==> src/rtl/if_fetch_stage.sv <==
// -----------------------------------------------------------------------------
// if_fetch_stage
//
// Instruction-fetch stage of a five-stage RISC-V pipeline. It owns the program
// counter, drives the chip enable and byte address of a combinational
// instruction ROM, and registers the returned instruction word together with
// its PC into the IF/ID pipeline latch read by the decode stage.
//
// A two-state FSM (BOOT, RUN) holds the ROM disabled for one cycle after
// reset. In RUN, each rising edge applies one action in priority order:
// reset, then branch redirect, then stall, then advance. A redirect loads the
// target into the PC and writes a bubble into IF/ID. A stall holds the PC and
// IF/ID. An advance captures the current fetch and steps the PC by 4.
//
// Parameters:
//   RESET_PC  PC loaded on reset. Bits [1:0] are forced to zero.
//   NOP_INST  Bubble instruction written to IF/ID on reset and on redirect.
//
// Ports:
//   clk              pipeline clock; all state changes on the rising edge
//   rst              synchronous, active-high reset
//   stall_i          hold request from the control unit
//   branch_flag_i    redirect request from the execute stage
//   branch_target_i  redirect byte address; bits [1:0] are ignored
//   rom_inst_i       ROM word for rom_addr_o, valid in the same cycle
//   rom_ce_o         ROM chip enable (1 = enabled)
//   rom_addr_o       ROM byte address, equal to the current PC
//   id_pc_o          PC of the instruction held in IF/ID
//   id_inst_o        instruction held in IF/ID
//   id_valid_o       IF/ID holds a real instruction, not a bubble
//
// Optional feature, selected by the macro IF_PERF_CNT_EN:
//   perf_fetch_cnt_o  number of advance captures, saturating
//   perf_stall_cnt_o  number of RUN cycles stalled without a redirect,
//                     saturating
// When the macro is not defined, these ports and counters do not exist.
// -----------------------------------------------------------------------------
module if_fetch_stage #(
  parameter logic [31:0] RESET_PC = 32'h0000_0000,
  parameter logic [31:0] NOP_INST = 32'h0000_0013
) (
  input  logic        clk,
  input  logic        rst,
  input  logic        stall_i,
  input  logic        branch_flag_i,
  input  logic [31:0] branch_target_i,
  input  logic [31:0] rom_inst_i,
  output logic        rom_ce_o,
  output logic [31:0] rom_addr_o,
  output logic [31:0] id_pc_o,
  output logic [31:0] id_inst_o,
  output logic        id_valid_o
`ifdef IF_PERF_CNT_EN
  ,
  output logic [31:0] perf_fetch_cnt_o,
  output logic [31:0] perf_stall_cnt_o
`endif
);

  typedef enum logic {
    ST_BOOT = 1'b0,
    ST_RUN  = 1'b1
  } state_e;

  // The PC stays word-aligned, even when the reset value is misaligned.
  localparam logic [31:0] LP_RESET_PC = RESET_PC & 32'hFFFF_FFFC;
  localparam logic [31:0] LP_CNT_MAX  = 32'hFFFF_FFFF;

  state_e      r_state;
  logic [31:0] r_pc;
  logic        r_rom_ce;
  logic [31:0] r_id_pc;
  logic [31:0] r_id_inst;
  logic        r_id_valid;

  // Per-cycle action decode. Only RUN cycles have an effect. Reset is handled
  // inside the sequential block, so reset is not part of this decode.
  logic        w_run;
  logic        w_redirect;
  logic        w_hold;
  logic        w_advance;
  logic [31:0] w_pc_next_seq;
  logic [31:0] w_pc_redirect;

  // NOTE: every signal written in a combinational block gets a default value
  // first. This guarantees that no path leaves the signal unassigned, which
  // would infer a latch.
  always_comb begin
    w_run         = 1'b0;
    w_redirect    = 1'b0;
    w_hold        = 1'b0;
    w_advance     = 1'b0;
    w_pc_next_seq = r_pc + 32'd4;                       // wraps modulo 2^32
    w_pc_redirect = branch_target_i & 32'hFFFF_FFFC;   // drop byte offset
    if (r_state == ST_RUN) begin
      w_run = 1'b1;
      if (branch_flag_i) begin
        w_redirect = 1'b1;      // a redirect overrides a stall
      end else if (stall_i) begin
        w_hold = 1'b1;
      end else begin
        w_advance = 1'b1;
      end
    end
  end

  // Single sequential block for the FSM, the PC and the IF/ID latch.
  // rom_ce_o is registered. It is set on the edge that enters RUN, so the ROM
  // is enabled exactly while the FSM is in RUN.
  // NOTE: sequential state uses non-blocking assignments only. All registers
  // then update together from values sampled before the edge, which avoids
  // order-dependent simulation races.
  always_ff @(posedge clk) begin
    if (rst) begin
      r_state    <= ST_BOOT;
      r_pc       <= LP_RESET_PC;
      r_rom_ce   <= 1'b0;
      r_id_pc    <= 32'h0000_0000;
      r_id_inst  <= NOP_INST;
      r_id_valid <= 1'b0;
    end else begin
      case (r_state)
        ST_BOOT: begin
          // No capture in BOOT, and a redirect here is ignored. The first
          // fetch in RUN therefore always uses RESET_PC.
          r_state    <= ST_RUN;
          r_rom_ce   <= 1'b1;
          r_pc       <= LP_RESET_PC;
          r_id_pc    <= 32'h0000_0000;
          r_id_inst  <= NOP_INST;
          r_id_valid <= 1'b0;
        end
        ST_RUN: begin
          r_state  <= ST_RUN;
          r_rom_ce <= 1'b1;
          if (w_redirect) begin
            // The word fetched this cycle is on the wrong path. Replace it
            // with a bubble. The redirect costs one bubble cycle on id_*.
            r_pc       <= w_pc_redirect;
            r_id_pc    <= 32'h0000_0000;
            r_id_inst  <= NOP_INST;
            r_id_valid <= 1'b0;
          end else if (w_advance) begin
            r_pc       <= w_pc_next_seq;
            r_id_pc    <= r_pc;
            r_id_inst  <= rom_inst_i;
            r_id_valid <= 1'b1;
          end
          // On a stall, every register keeps its value. The same word is
          // fetched again, so a stall neither drops nor duplicates a fetch.
        end
        default: begin
          r_state    <= ST_BOOT;
          r_rom_ce   <= 1'b0;
          r_pc       <= LP_RESET_PC;
          r_id_pc    <= 32'h0000_0000;
          r_id_inst  <= NOP_INST;
          r_id_valid <= 1'b0;
        end
      endcase
    end
  end

  assign rom_ce_o   = r_rom_ce;
  assign rom_addr_o = r_pc;
  assign id_pc_o    = r_id_pc;
  assign id_inst_o  = r_id_inst;
  assign id_valid_o = r_id_valid;

`ifdef IF_PERF_CNT_EN
  // Performance counters. Each counter stops at all-ones and never wraps.
  // A redirect does not change either counter.
  logic [31:0] r_fetch_cnt;
  logic [31:0] r_stall_cnt;

  always_ff @(posedge clk) begin
    if (rst) begin
      r_fetch_cnt <= 32'h0000_0000;
      r_stall_cnt <= 32'h0000_0000;
    end else begin
      if (w_advance && (r_fetch_cnt != LP_CNT_MAX)) begin
        r_fetch_cnt <= r_fetch_cnt + 32'd1;
      end
      if (w_run && w_hold && (r_stall_cnt != LP_CNT_MAX)) begin
        r_stall_cnt <= r_stall_cnt + 32'd1;
      end
    end
  end

  assign perf_fetch_cnt_o = r_fetch_cnt;
  assign perf_stall_cnt_o = r_stall_cnt;
`endif

endmodule

==> config.mk <==
export PLATFORM = sky130hd
export DESIGN_NAME = if_fetch_stage
export DESIGN_NICKNAME = d
export VERILOG_FILES = /design/src/rtl/if_fetch_stage.sv
export SDC_FILE = /design/constraint.sdc
export NUM_CORES = 1
export LEC_CHECK = 0
export ABC_AREA = 1
export ABC_CLOCK_PERIOD_IN_PS = 1300
export CAP_MARGIN = 20
export CORE_MARGIN = 3
export CORE_UTILIZATION = 40
export CTS_CLUSTER_DIAMETER = 150
export CTS_CLUSTER_SIZE = 25
export DETAILED_ROUTE_END_ITERATION = 10
export PLACE_DENSITY = 0.76
export SLEW_MARGIN = 25
export SYNTH_ARGS = -nofsm -noshare
export SYNTH_HDL_FRONTEND = slang
export SYNTH_SLANG_ARGS = --single-unit
==> constraint.sdc <==
create_clock -name clk -period 1.3 [get_ports clk]
set_input_delay 0.39 -clock clk [delete_from_list [all_inputs] [get_ports clk]]
set_output_delay 0.39 -clock clk [all_outputs]
set_load 0.02 [all_outputs]
==> results.md <==
* Outcome: finished, violations left
* Failing checks: setup timing
* Cell area after synthesis at 4510 um2
* Setup slack, reg-to-reg at -260 ps
* Mapped Cells at 662
* Share of cells above drive strength 1 at 47.8%
* Via count at 5848
* Port Buffer Count at 161
* Worst Hold Class: flip-flop to flip-flop
* Leakage at 3.75 nW
* Final setup violation count at 99
* CTS tree: built
* Switch share at 26.2%
* Post-Syn Area per Cell at 6.81 um2
* Final Instance Area at 8290 um2
* Max Slew Vio Count at 0
* WL per Instance at 18.6 um
* Aggregate global routing overflow at 0
* Total Routed Length at 20300 um
* Worst Hold Endpoint: id_pc_o[28]
* Seq cells post-synth at 95
* Post-route ant nets at 0
* Slowest CP cell: dfxtp_4
* R2R cell count at 9
* GP Congestion at 0.855
* Crit Path Max Fanout at 4
* Post-Place Setup Slack at -599 ps
* Core area at 10900 um2
* Crit Path Class: flip-flop to flip-flop
* Hold path startpoint: id_pc_o[28]
* Vias/cell at 5.37
* HPWL after DPL at 11600 um
* DRT iter0 DRCs at 470
* # Max-Cap Violations at 0
* Clock network fraction of total power at 40.8%
* Placed Cells at 1025
* Gr usage total at 27.5%
* Crit path launch type: flip-flop
* Worst-path clk slew at 70 ps
* PwrDens at 869 nW/um2
* Clk Latency, worst-skew pair at 350 ps
* RSZ-0062 raised after global routing: yes
* CP peak stage delay at 370 ps
* Sw Pwr at 1.89 mW
* End of the worst register-to-register path: rom_addr_o[10]
* Hold Path Depth at 2
* Minimum clock period at 1560 ps
* Combinational Power Share at 16.9%
* Critical path, cell by cell: inv_4 > nor2_4 > inv_2 > nor2_4 > buf_4 > buf_16 > buf_4 > nand2_1 > a31oi_1
* IO Count at 166
* FP Rows at 38
* Clk_skew at 7.53 ps
* CTS sink cnt at 95
* Int Pwr at 5.32 mW
* # DRC at 0
* Initial antenna violation count at 0
* Chip Height at 112 um
* Max Root-Sink Buffers at 2
* Synth unique cells at 40
* Synthesis-to-finish area growth at 84.0%
* Die Area at 12600 um2
* Root Driver: clkbuf_16
* Antenna Cells at 0
* EDFF count, synth at 0
* Layout Cells excl Fill at 1089
* Top FF cell, synth: dfxtp_1
* CTS buffer count at 9
* Worst setup margin at -255 ps
* Layout Nets at 1013
* Die X at 112 um
* Placed inst area at 7050 um2
* Max rail drop VDD at 0.675 mV
* Final period utilization at 120%
* Post-synth ARST share at 0%
* Fmax achieved at 643 MHz
* First-pass GRT wire length at 28100 um
* Reg2reg start: rom_ce_o
* Initial core utilization at 41.2%
* Via count of the first global-routing pass at 5547
* Fin. Hold Viols at 0
* H-tree levels at 3
* Largest net degree at the start of global routing at 38
* Worst Setup End Kind: flip-flop
* Synth warn at 0
* Cts hold-fix bufs at 0
* Reg power frac at 42.2%
* Total chip power at 7.21 mW
* WP data required at 1560 ps
* Seq/Total Area, Yosys at 42.2%
* WP data arrival at 1810 ps
* WHS at 457 ps
* Drt first pass iters at 5
-- cell type report --
cell class,instances,area (um2)
multi-input combinational,482,2780
clock buffer,11,275
clock inverter,5,57.6
fill,743,2640
sequential,95,2000
timing repair buffer,307,2800
tap,140,175
inverter,49,199
-- per-stage QoR --
stage | utilization, % | setup TNS, ps
6_report | 75.8 | -8420
5_1_grt | 75.8 | -14510
2_1_floorplan | - | -1390
4_1_cts | 69.2 | -2500
3_3_place_gp | 64.5 | -49320
3_5_place_dp | 64.5 | -52260
-- what timing repair did --
action                                 CTS  global route
buffers inserted                        28            17
gates resized for setup                489           189
endpoints found under the hold margin    0             0
pin swaps                               28            54
cloned                                   6             5
setup endpoints to repair              186           112
-- worst max path at each step --
| stage | from | to | slack [ps] |
|---|---|---|---|
| 2_1_floorplan | rom_addr_o[3] | rom_addr_o[20] | -30 |
| 3_3_place_gp | branch_flag_i | id_inst_o[12] | -550 |
| 3_5_place_dp | branch_flag_i | id_inst_o[5] | -600 |
| 4_1_cts | rom_addr_o[3] | rom_addr_o[15] | -110 |
| 5_1_grt | rom_ce_o | rom_addr_o[10] | -330 |
| 6_report | rom_ce_o | rom_addr_o[10] | -260 |
-- worst max-delay path, delay by kind of cell, from the launching register on --
family / cells / cell delay, ps
buf+inv: 5 / 520
flops: 1 / 370
simple gates: 3 / 340
compound gates: 1 / 220
-- registers in the layout, summed over array words and instances, names as in the netlist --
signal	flops
rom_addr_o	30
id_inst_o	32
id_pc_o	31
rom_ce_o	1
id_valid_o	1
-- synthesized netlist by cell type (2+ instances only) --
master	n	share of area (%)
o21ai_0	25	2.8
clkbuf_1	17	1.4
buf_2	9	1.0
nor2_2	4	0.56
xnor2_1	2	0.39
inv_2	5	0.42
nand4_1	5	0.69
nor2_8	2	0.89
nand2_1	249	21
nor2_4	3	0.75
buf_4	9	1.5
and2_1	2	0.28
o211ai_1	5	0.83
a31oi_1	7	0.97
nor2_1	36	3.0
a21oi_1	80	8.9
inv_1	44	3.7
o22ai_1	3	0.42
nand2_2	6	0.83
nand3_1	33	3.7
a21oi_2	2	0.39
nand2_4	2	0.50
dfxtp_1	95	42
-- power groups by stage --
| stage | Clock, mW | Sequential [mW] | Combinational [mW] |
|---|---|---|---|
| final | 2.94 | 3.05 | 1.22 |
| after global routing | 3.07 | 3.05 | 1.29 |
| after CTS | 2.94 | 3.04 | 1.04 |
| after detailed placement | 0 | 3.12 | 0.950 |
| after global placement | 0 | 3.12 | 0.936 |
| after floorplan | 0 | 3.19 | 0.291 |
-- layer usage --
metal	GRT usage, %	part of all wire [%]	routed length [um]	vias up
li1	-	-	-	2692
met1	33.0	38	7680	2736
met2	48.8	50	10100	325
met3	5.50	7.4	1490	95
met4	10.0	4.9	998	0
met5	0	0	0	-
-- layout by cell type, fill, tap and decap left out, types with 4 or more instances in the layout --
cell type and n:
nor2_2 13, nand2_2 37, o21ai_0 6, o21ai_2 7, buf_6 29, a21oi_1 44
a21oi_2 38, dfxtp_4 22, buf_8 5, a31oi_1 6, nand2_1 201, nor2_1 19
clkbuf_16 16, inv_2 7, nand2_4 18, nand3_1 27, o21ai_1 13, dfxtp_1 57
nor2_4 11, buf_4 125, o211ai_1 5, clkdlybuf4s50_1 62, dfxtp_2 16, buf_2 61
buf_16 4, nand4_1 5, buf_12 14, nand3_2 7, inv_1 38
-- cells by family after synthesis --
family	Yosys count	synth area share, %
AOI/OAI and AO/OA	128	15.2
and+or+nand+nor	348	33.3
DFF	95	42.2
xor gates and xnor gates	3	0.583
buffers and inverters	86	8.36
adders and majority gates	1	0.278
other	1	0.0832
(Power assumes the default switching activity.)
